### config.mk
export PLATFORM = sky130hd
export DESIGN_NAME = sw_debounce
export DESIGN_NICKNAME = d
export VERILOG_FILES = /design/src/rtl/sw_debounce.sv
export SDC_FILE = /design/constraint.sdc
export NUM_CORES = 1
export LEC_CHECK = 0
export CAP_MARGIN = 20
export CORE_MARGIN = 1
export CORE_UTILIZATION = 45
export CTS_CLUSTER_SIZE = 12
export DETAILED_ROUTE_END_ITERATION = 12
export GPL_TIMING_DRIVEN = 0
export HOLD_SLACK_MARGIN = 0.02
export PLACE_DENSITY_LB_ADDON = 0.2
export RECOVER_POWER = 50
export SETUP_SLACK_MARGIN = 0.2
export SYNTH_ARGS = -nofsm -noshare
export SYNTH_HDL_FRONTEND = slang
export SYNTH_SLANG_ARGS = --single-unit
### constraint.sdc
create_clock -name clk_i -period 3.25 [get_ports clk_i]
set_input_delay 0.65 -clock clk_i [delete_from_list [all_inputs] [get_ports clk_i]]
set_output_delay 0.65 -clock clk_i [all_outputs]
set_load 0.005 [all_outputs]
### src/rtl/sw_debounce.sv
// Switch input conditioning: per-bit two-flop synchroniser, stable-count debounce
// filter and change pulses. Interrupt request logic is built only with SW_DEBOUNCE_IRQ_EN.
module sw_debounce #(
  parameter int WIDTH         = 16,
  parameter int STABLE_CYCLES = 50000
) (
  input  logic             clk_i,
  input  logic             rst_n_i,
  input  logic [WIDTH-1:0] sw_i,
  input  logic [WIDTH-1:0] sw_mask_i,
  input  logic             int_fin_i,
  output logic [WIDTH-1:0] sw_o,
  output logic [WIDTH-1:0] sw_changed_o,
  output logic             int_req_o
);

  localparam int              CNT_W    = $clog2(STABLE_CYCLES + 1);
  localparam logic [CNT_W-1:0] CNT_LAST = CNT_W'(STABLE_CYCLES - 1);

  logic [WIDTH-1:0]            sync1_q, sync1_d;
  logic [WIDTH-1:0]            sync2_q, sync2_d;
  logic [WIDTH-1:0]            sw_q, sw_d;
  logic [WIDTH-1:0]            chg_q, chg_d;
  logic [WIDTH-1:0][CNT_W-1:0] cnt_q, cnt_d;

  // Filter: a bit adopts its synchronised value only after STABLE_CYCLES
  // consecutive differing samples; any agreeing sample discards the count.
  always_comb begin
    sync1_d = sw_i;
    sync2_d = sync1_q;
    sw_d    = sw_q;
    chg_d   = '0;
    cnt_d   = cnt_q;
    for (int b = 0; b < WIDTH; b++) begin
      if (sync2_q[b] == sw_q[b]) begin
        cnt_d[b] = '0;
      end else if (cnt_q[b] < CNT_LAST) begin
        cnt_d[b] = cnt_q[b] + CNT_W'(1);
      end else begin
        sw_d[b]  = sync2_q[b];
        chg_d[b] = 1'b1;
        cnt_d[b] = '0;
      end
    end
  end

  always_ff @(posedge clk_i or negedge rst_n_i) begin
    if (!rst_n_i) begin
      sync1_q <= '0;
      sync2_q <= '0;
      sw_q    <= '0;
      chg_q   <= '0;
      cnt_q   <= '0;
    end else begin
      sync1_q <= sync1_d;
      sync2_q <= sync2_d;
      sw_q    <= sw_d;
      chg_q   <= chg_d;
      cnt_q   <= cnt_d;
    end
  end

  assign sw_o         = sw_q;
  assign sw_changed_o = chg_q;

`ifdef SW_DEBOUNCE_IRQ_EN
  logic int_req_q, int_req_d;

  // Sticky request: a masked-in change sets it and outranks a same-edge acknowledge.
  always_comb begin
    int_req_d = int_req_q;
    if (|(chg_d & sw_mask_i)) begin
      int_req_d = 1'b1;
    end else if (int_fin_i) begin
      int_req_d = 1'b0;
    end else begin
      int_req_d = int_req_q;
    end
  end

  always_ff @(posedge clk_i or negedge rst_n_i) begin
    if (!rst_n_i) begin
      int_req_q <= 1'b0;
    end else begin
      int_req_q <= int_req_d;
    end
  end

  assign int_req_o = int_req_q;
`else
  logic unused_irq_inputs;
  assign unused_irq_inputs = ^{sw_mask_i, int_fin_i};
  assign int_req_o         = 1'b0;
`endif

endmodule
==> metrics.txt <==
# TYPE chip_impl_metric gauge
chip_impl_info{name="grt_setup_unrepaired",value="no"} 1
chip_impl_info{name="r2r-end",value="cnt_q[221]"} 1
chip_impl_metric{name="clk_pin_slew_worst_paths",unit="ps"} 60
chip_impl_metric{name="port-buffer-count",unit=""} 49
chip_impl_metric{name="metal3_wl",unit="um"} 694
chip_impl_metric{name="worstSkewPairLatency",unit="ps"} 500
chip_impl_metric{name="min_period_over_period",unit="%"} 65.5
chip_impl_metric{name="final-max-slew-violation-count",unit=""} 0
chip_impl_metric{name="syn_area",unit="um^2"} 14600
chip_impl_metric{name="critPathBufInv",unit=""} 1
chip_impl_metric{name="number_of_hold_slack_violations_in_the_final_timing_report",unit=""} 0
chip_impl_metric{name="total_of_hold_buffers_inserted_after_clock_tree_synthesis",unit=""} 0
chip_impl_metric{name="grt_resource_usage_total",unit="%"} 15.8
chip_impl_info{name="critical-path-top-delay-family",value="buffers and inverters"} 1
chip_impl_metric{name="post-route-worst-setup-slack",unit="ps"} 1120
chip_impl_metric{name="postSynthAreaPerCell",unit="um^2"} 10.5
chip_impl_metric{name="detail_route.wl_per_cell",unit="um"} 13.2
chip_impl_metric{name="worst-slew-pin-transition",unit="ps"} 1430
chip_impl_info{name="critical_path.endpoint_type",value="output port"} 1
chip_impl_metric{name="die-area",unit="um^2"} 33200
chip_impl_metric{name="row_count",unit=""} 65
chip_impl_info{name="worstHoldPathType",value="primary input to asynchronous set/reset pin"} 1
chip_impl_metric{name="internal_reg_to_reg_setup_slack",unit="ps"} 1250
chip_impl_metric{name="ctsHtreeMaxLevel",unit=""} 2
chip_impl_metric{name="place_inst",unit=""} 1842
chip_impl_metric{name="synth_largest_type_area_fraction",unit="%"} 54.8
chip_impl_metric{name="fp.coreArea",unit="um^2"} 31700
chip_impl_metric{name="antenna-diode-count",unit=""} 0
chip_impl_metric{name="fp.dieW",unit="um"} 182
chip_impl_metric{name="setup_fix_buffers_added_after_clock_tree_synthesis",unit=""} 0
chip_impl_info{name="synth_ff_type",value="dfrtp_1"} 1
chip_impl_metric{name="number_of_nets_with_antenna_violations_after_detailed_routing",unit=""} 0
chip_impl_metric{name="vdd_ir_drop_max",unit="V"} 0.000294
chip_impl_info{name="tritoncts",value="built"} 1
chip_impl_info{name="crit_path_top_delay_cell",value="clkdlybuf4s50_1"} 1
chip_impl_metric{name="r2r_worst_path_depth",unit=""} 6
chip_impl_metric{name="dr_total_vias",unit=""} 9878
chip_impl_metric{name="netlist-cell-type-count",unit=""} 31
chip_impl_metric{name="power.share.combinational",unit="%"} 3.1
chip_impl_metric{name="cts.sinks",unit=""} 320
chip_impl_metric{name="final.min_clock_period",unit="ps"} 2130
chip_impl_metric{name="routed-wl-met2",unit="um"} 11700
chip_impl_metric{name="drc",unit=""} 0
chip_impl_metric{name="grt_remaining_overflow",unit=""} 0
chip_impl_metric{name="data_arrival_time_at_the_worst_slack_endpoint",unit="ps"} 1480
chip_impl_metric{name="route.final.wire_length",unit="um"} 25000
chip_impl_metric{name="first_iter_violations",unit=""} 491
chip_impl_info{name="synth.area.top_cells",value="dfrtp_1 (55%), xnor2_1 (11%), nor2_1 (8.1%)"} 1
chip_impl_metric{name="timing.critical_path.slowest_cell_delay",unit="ps"} 540
chip_impl_metric{name="highest_clock_rate",unit="MHz"} 470
chip_impl_info{name="setup.worst_path.start_class",value="flop"} 1
chip_impl_metric{name="instances_no_fill",unit=""} 1901
chip_impl_info{name="cts_root_cell",value="clkbuf_16"} 1
chip_impl_metric{name="antenna_found_initial",unit=""} 0
chip_impl_metric{name="die_h",unit="um"} 182
chip_impl_info{name="path_cells",value="clkdlybuf4s50_1"} 1
chip_impl_metric{name="hpwl",unit="um"} 16400
chip_impl_metric{name="worst-endpoint-required",unit="ps"} 2600
chip_impl_metric{name="cellLeakagePower",unit="nW"} 6.84
chip_impl_metric{name="clock-skew-final",unit="ps"} 7.00
chip_impl_info{name="critPathKind",value="flop to output port"} 1
chip_impl_metric{name="average_via_count_per_standard_cell",unit=""} 5.20
chip_impl_info{name="status",value="completed"} 1
chip_impl_metric{name="final-setup-viol-count",unit=""} 0
chip_impl_metric{name="cts_inserted_buffers",unit=""} 36
chip_impl_metric{name="drive_above_1_share",unit="%"} 8.01
chip_impl_metric{name="layout-area-overhead-vs-synth",unit="%"} 14.7
chip_impl_metric{name="start_util",unit="%"} 46.0
chip_impl_metric{name="place_congestion",unit=""} 0.756
chip_impl_metric{name="mappedNetlistNets",unit=""} 1439
chip_impl_metric{name="asyncSetResetFlopFracSynth",unit="%"} 100
chip_impl_metric{name="cts_resized",unit=""} 0
chip_impl_info{name="launching_point_of_the_worst_reg2reg_path",value="cnt_q[208]"} 1
chip_impl_info{name="synth_area_leader_cell",value="dfrtp_1"} 1
chip_impl_metric{name="number_of_violations_of_the_max_capacitance_limit",unit=""} 0
chip_impl_metric{name="count_of_mapped_cells_out_of_synthesis",unit=""} 1388
chip_impl_metric{name="critPathMaxFanout",unit=""} 3
chip_impl_metric{name="p_clk_share",unit="%"} 47.1
chip_impl_metric{name="drt_first_pass_iters",unit=""} 4
chip_impl_metric{name="io_pins",unit=""} 68
chip_impl_metric{name="final_net_count",unit=""} 1529
chip_impl_info{name="route.top_layer_used",value="met4"} 1
chip_impl_metric{name="maximum_number_of_pins_on_one_net_before_global_route_repair",unit=""} 105
chip_impl_metric{name="worst_slew_margin_rel",unit="%"} 4.43
chip_impl_metric{name="yosys_register_bits",unit=""} 320
chip_impl_metric{name="power.density",unit="nW/um^2"} 494
chip_impl_metric{name="buffer_depth_of_the_longest_clock_path",unit=""} 3
chip_impl_metric{name="p_int",unit="W"} 0.00654
chip_impl_metric{name="first_global_vias",unit=""} 9888
chip_impl_metric{name="pre_cts_slack",unit="ps"} 1260
chip_impl_metric{name="wire_length_of_the_first_global_routing_pass",unit="um"} 44900
chip_impl_metric{name="power.sequential.fraction",unit="%"} 49.7
chip_impl_metric{name="ys_seq_area_share",unit="%"} 54.8
chip_impl_metric{name="power.switching_fraction",unit="%"} 21.1
chip_impl_metric{name="total_switching_power",unit="W"} 0.00174
chip_impl_metric{name="tns",unit="ps"} 0
chip_impl_metric{name="synthesis.yosys.warnings",unit=""} 0
chip_impl_metric{name="wirelength_met1",unit="um"} 12000
chip_impl_metric{name="number_of_synthesized_flops_with_an_enable_pin",unit=""} 0
[layer usage]
| metal | vias up | GRT usage (%) |
|---|---|---|
| li1 | 4912 | - |
| met4 | 0 | 5.45 |
| met3 | 43 | 2.41 |
| met1 | 4822 | 21.2 |
| met2 | 101 | 26.2 |
| met5 | - | 0 |
[how the worst max path moves through the flow]
stage                       endpoint  slack (ps)  cells after the start      start
after global routing      sync1_q[0]         770                      3    rst_n_i
after floorplan              sw_o[6]        1560                      5  cnt_q[96]
after global placement    cnt_q[171]      -12480                      1    rst_n_i
after detailed placement  cnt_q[175]        1260                      3    rst_n_i
after CTS                   sw_o[11]        1100                      1   sw_o[11]
final                       sw_o[13]        1120                      1   sw_o[13]
[logic make-up (layout without fill, tap and decap cells)]
kind of cell             after synthesis  after routing  share of synthesized area (%)
XOR/XNOR                             224            224                           13.4
adder cells (fa/ha/maj)               16             16                           1.37
flip-flops                           320            320                           54.8
AO/OA/AOI/OAI                         53             53                           2.83
multiplexers                          16             16                           1.52
AND/OR/NAND/NOR                      696            696                           23.9
other                                  1              1                         0.0257
buffers and inverters                 62            173                           2.14
[stage by stage]
stage / power, W / area [um^2] / util (%) / hold WS (ps)
final: 0.00828 / 16700 / 52.8 / 31.2
after floorplan: 0.00431 / 14600 / - / 331
after global routing: 0.00862 / 16700 / 52.8 / 44.5
after CTS: 0.00845 / 16800 / 53.0 / 37.1
after global placement: 0.00446 / 15600 / 49.2 / 333
after detailed placement: 0.00447 / 15700 / 49.5 / 337
[layout by cell type (no fill, tap or decap), types with 6 or more instances in the layout]
master	Yosys	final
a2111o_1	11	11
a21boi_0	16	16
a21oi_1	10	10
a31oi_1	6	6
and2_4	11	11
and3_1	17	17
buf_2	7	7
buf_6	9	9
clkbuf_1	0	8
clkbuf_16	0	37
clkbuf_8	0	7
clkdlybuf4s50_1	0	32
dfrtp_1	320	320
dlygate4sd3_1	0	16
ha_1	16	16
inv_1	45	45
mux2_4	11	11
nand2_1	51	51
nand3_1	67	76
nand3_2	22	14
nand3_4	8	7
nand4_1	59	59
nor2_1	314	314
nor3_1	76	76
nor4_1	49	49
or4_1	16	16
xnor2_1	190	190
xor2_1	34	34
[synthesized netlist by cell type, types with 6 or more instances]
| cell | number |
|---|---|
| nor4_1 | 49 |
| nand4_1 | 59 |
| a2111o_1 | 11 |
| a31oi_1 | 6 |
| nand3_4 | 8 |
| nor3_1 | 76 |
| nand2_1 | 51 |
| dfrtp_1 | 320 |
| mux2_4 | 11 |
| buf_2 | 7 |
| nor2_1 | 314 |
| ha_1 | 16 |
| nand3_2 | 22 |
| inv_1 | 45 |
| and2_4 | 11 |
| or4_1 | 16 |
| a21boi_0 | 16 |
| nand3_1 | 67 |
| and3_1 | 17 |
| a21oi_1 | 10 |
| xnor2_1 | 190 |
| buf_6 | 9 |
| xor2_1 | 34 |
[registers in the layout (all words and copies together), names as in the netlist]
signal / cells
sync2_q: 16
sw_changed_o: 16
cnt_q: 256
sw_o: 16
sync1_q: 16
[power by group through the flow]
stage / Combinational (W) / Sequential (W) / Clock (W)
after floorplan: 0.000132 / 0.00418 / 0
after detailed placement: 0.000282 / 0.00419 / 0
after global routing: 0.000304 / 0.00412 / 0.00419
after CTS: 0.000282 / 0.00412 / 0.00405
after global placement: 0.000265 / 0.00419 / 0
final: 0.000261 / 0.00412 / 0.00390
[cell type report]
type                       instances  area [um^2]
timing repair buffer              52          558
tap                              402          503
inverter                          45          169
buffer                            17          144
multi-input combinational       1006         6230
clock inverter                     7         85.1
clock buffer                      52         1050
fill                            2825        15000
sequential                       320         8010
Note: power is estimated with default switching activity, not from simulation.
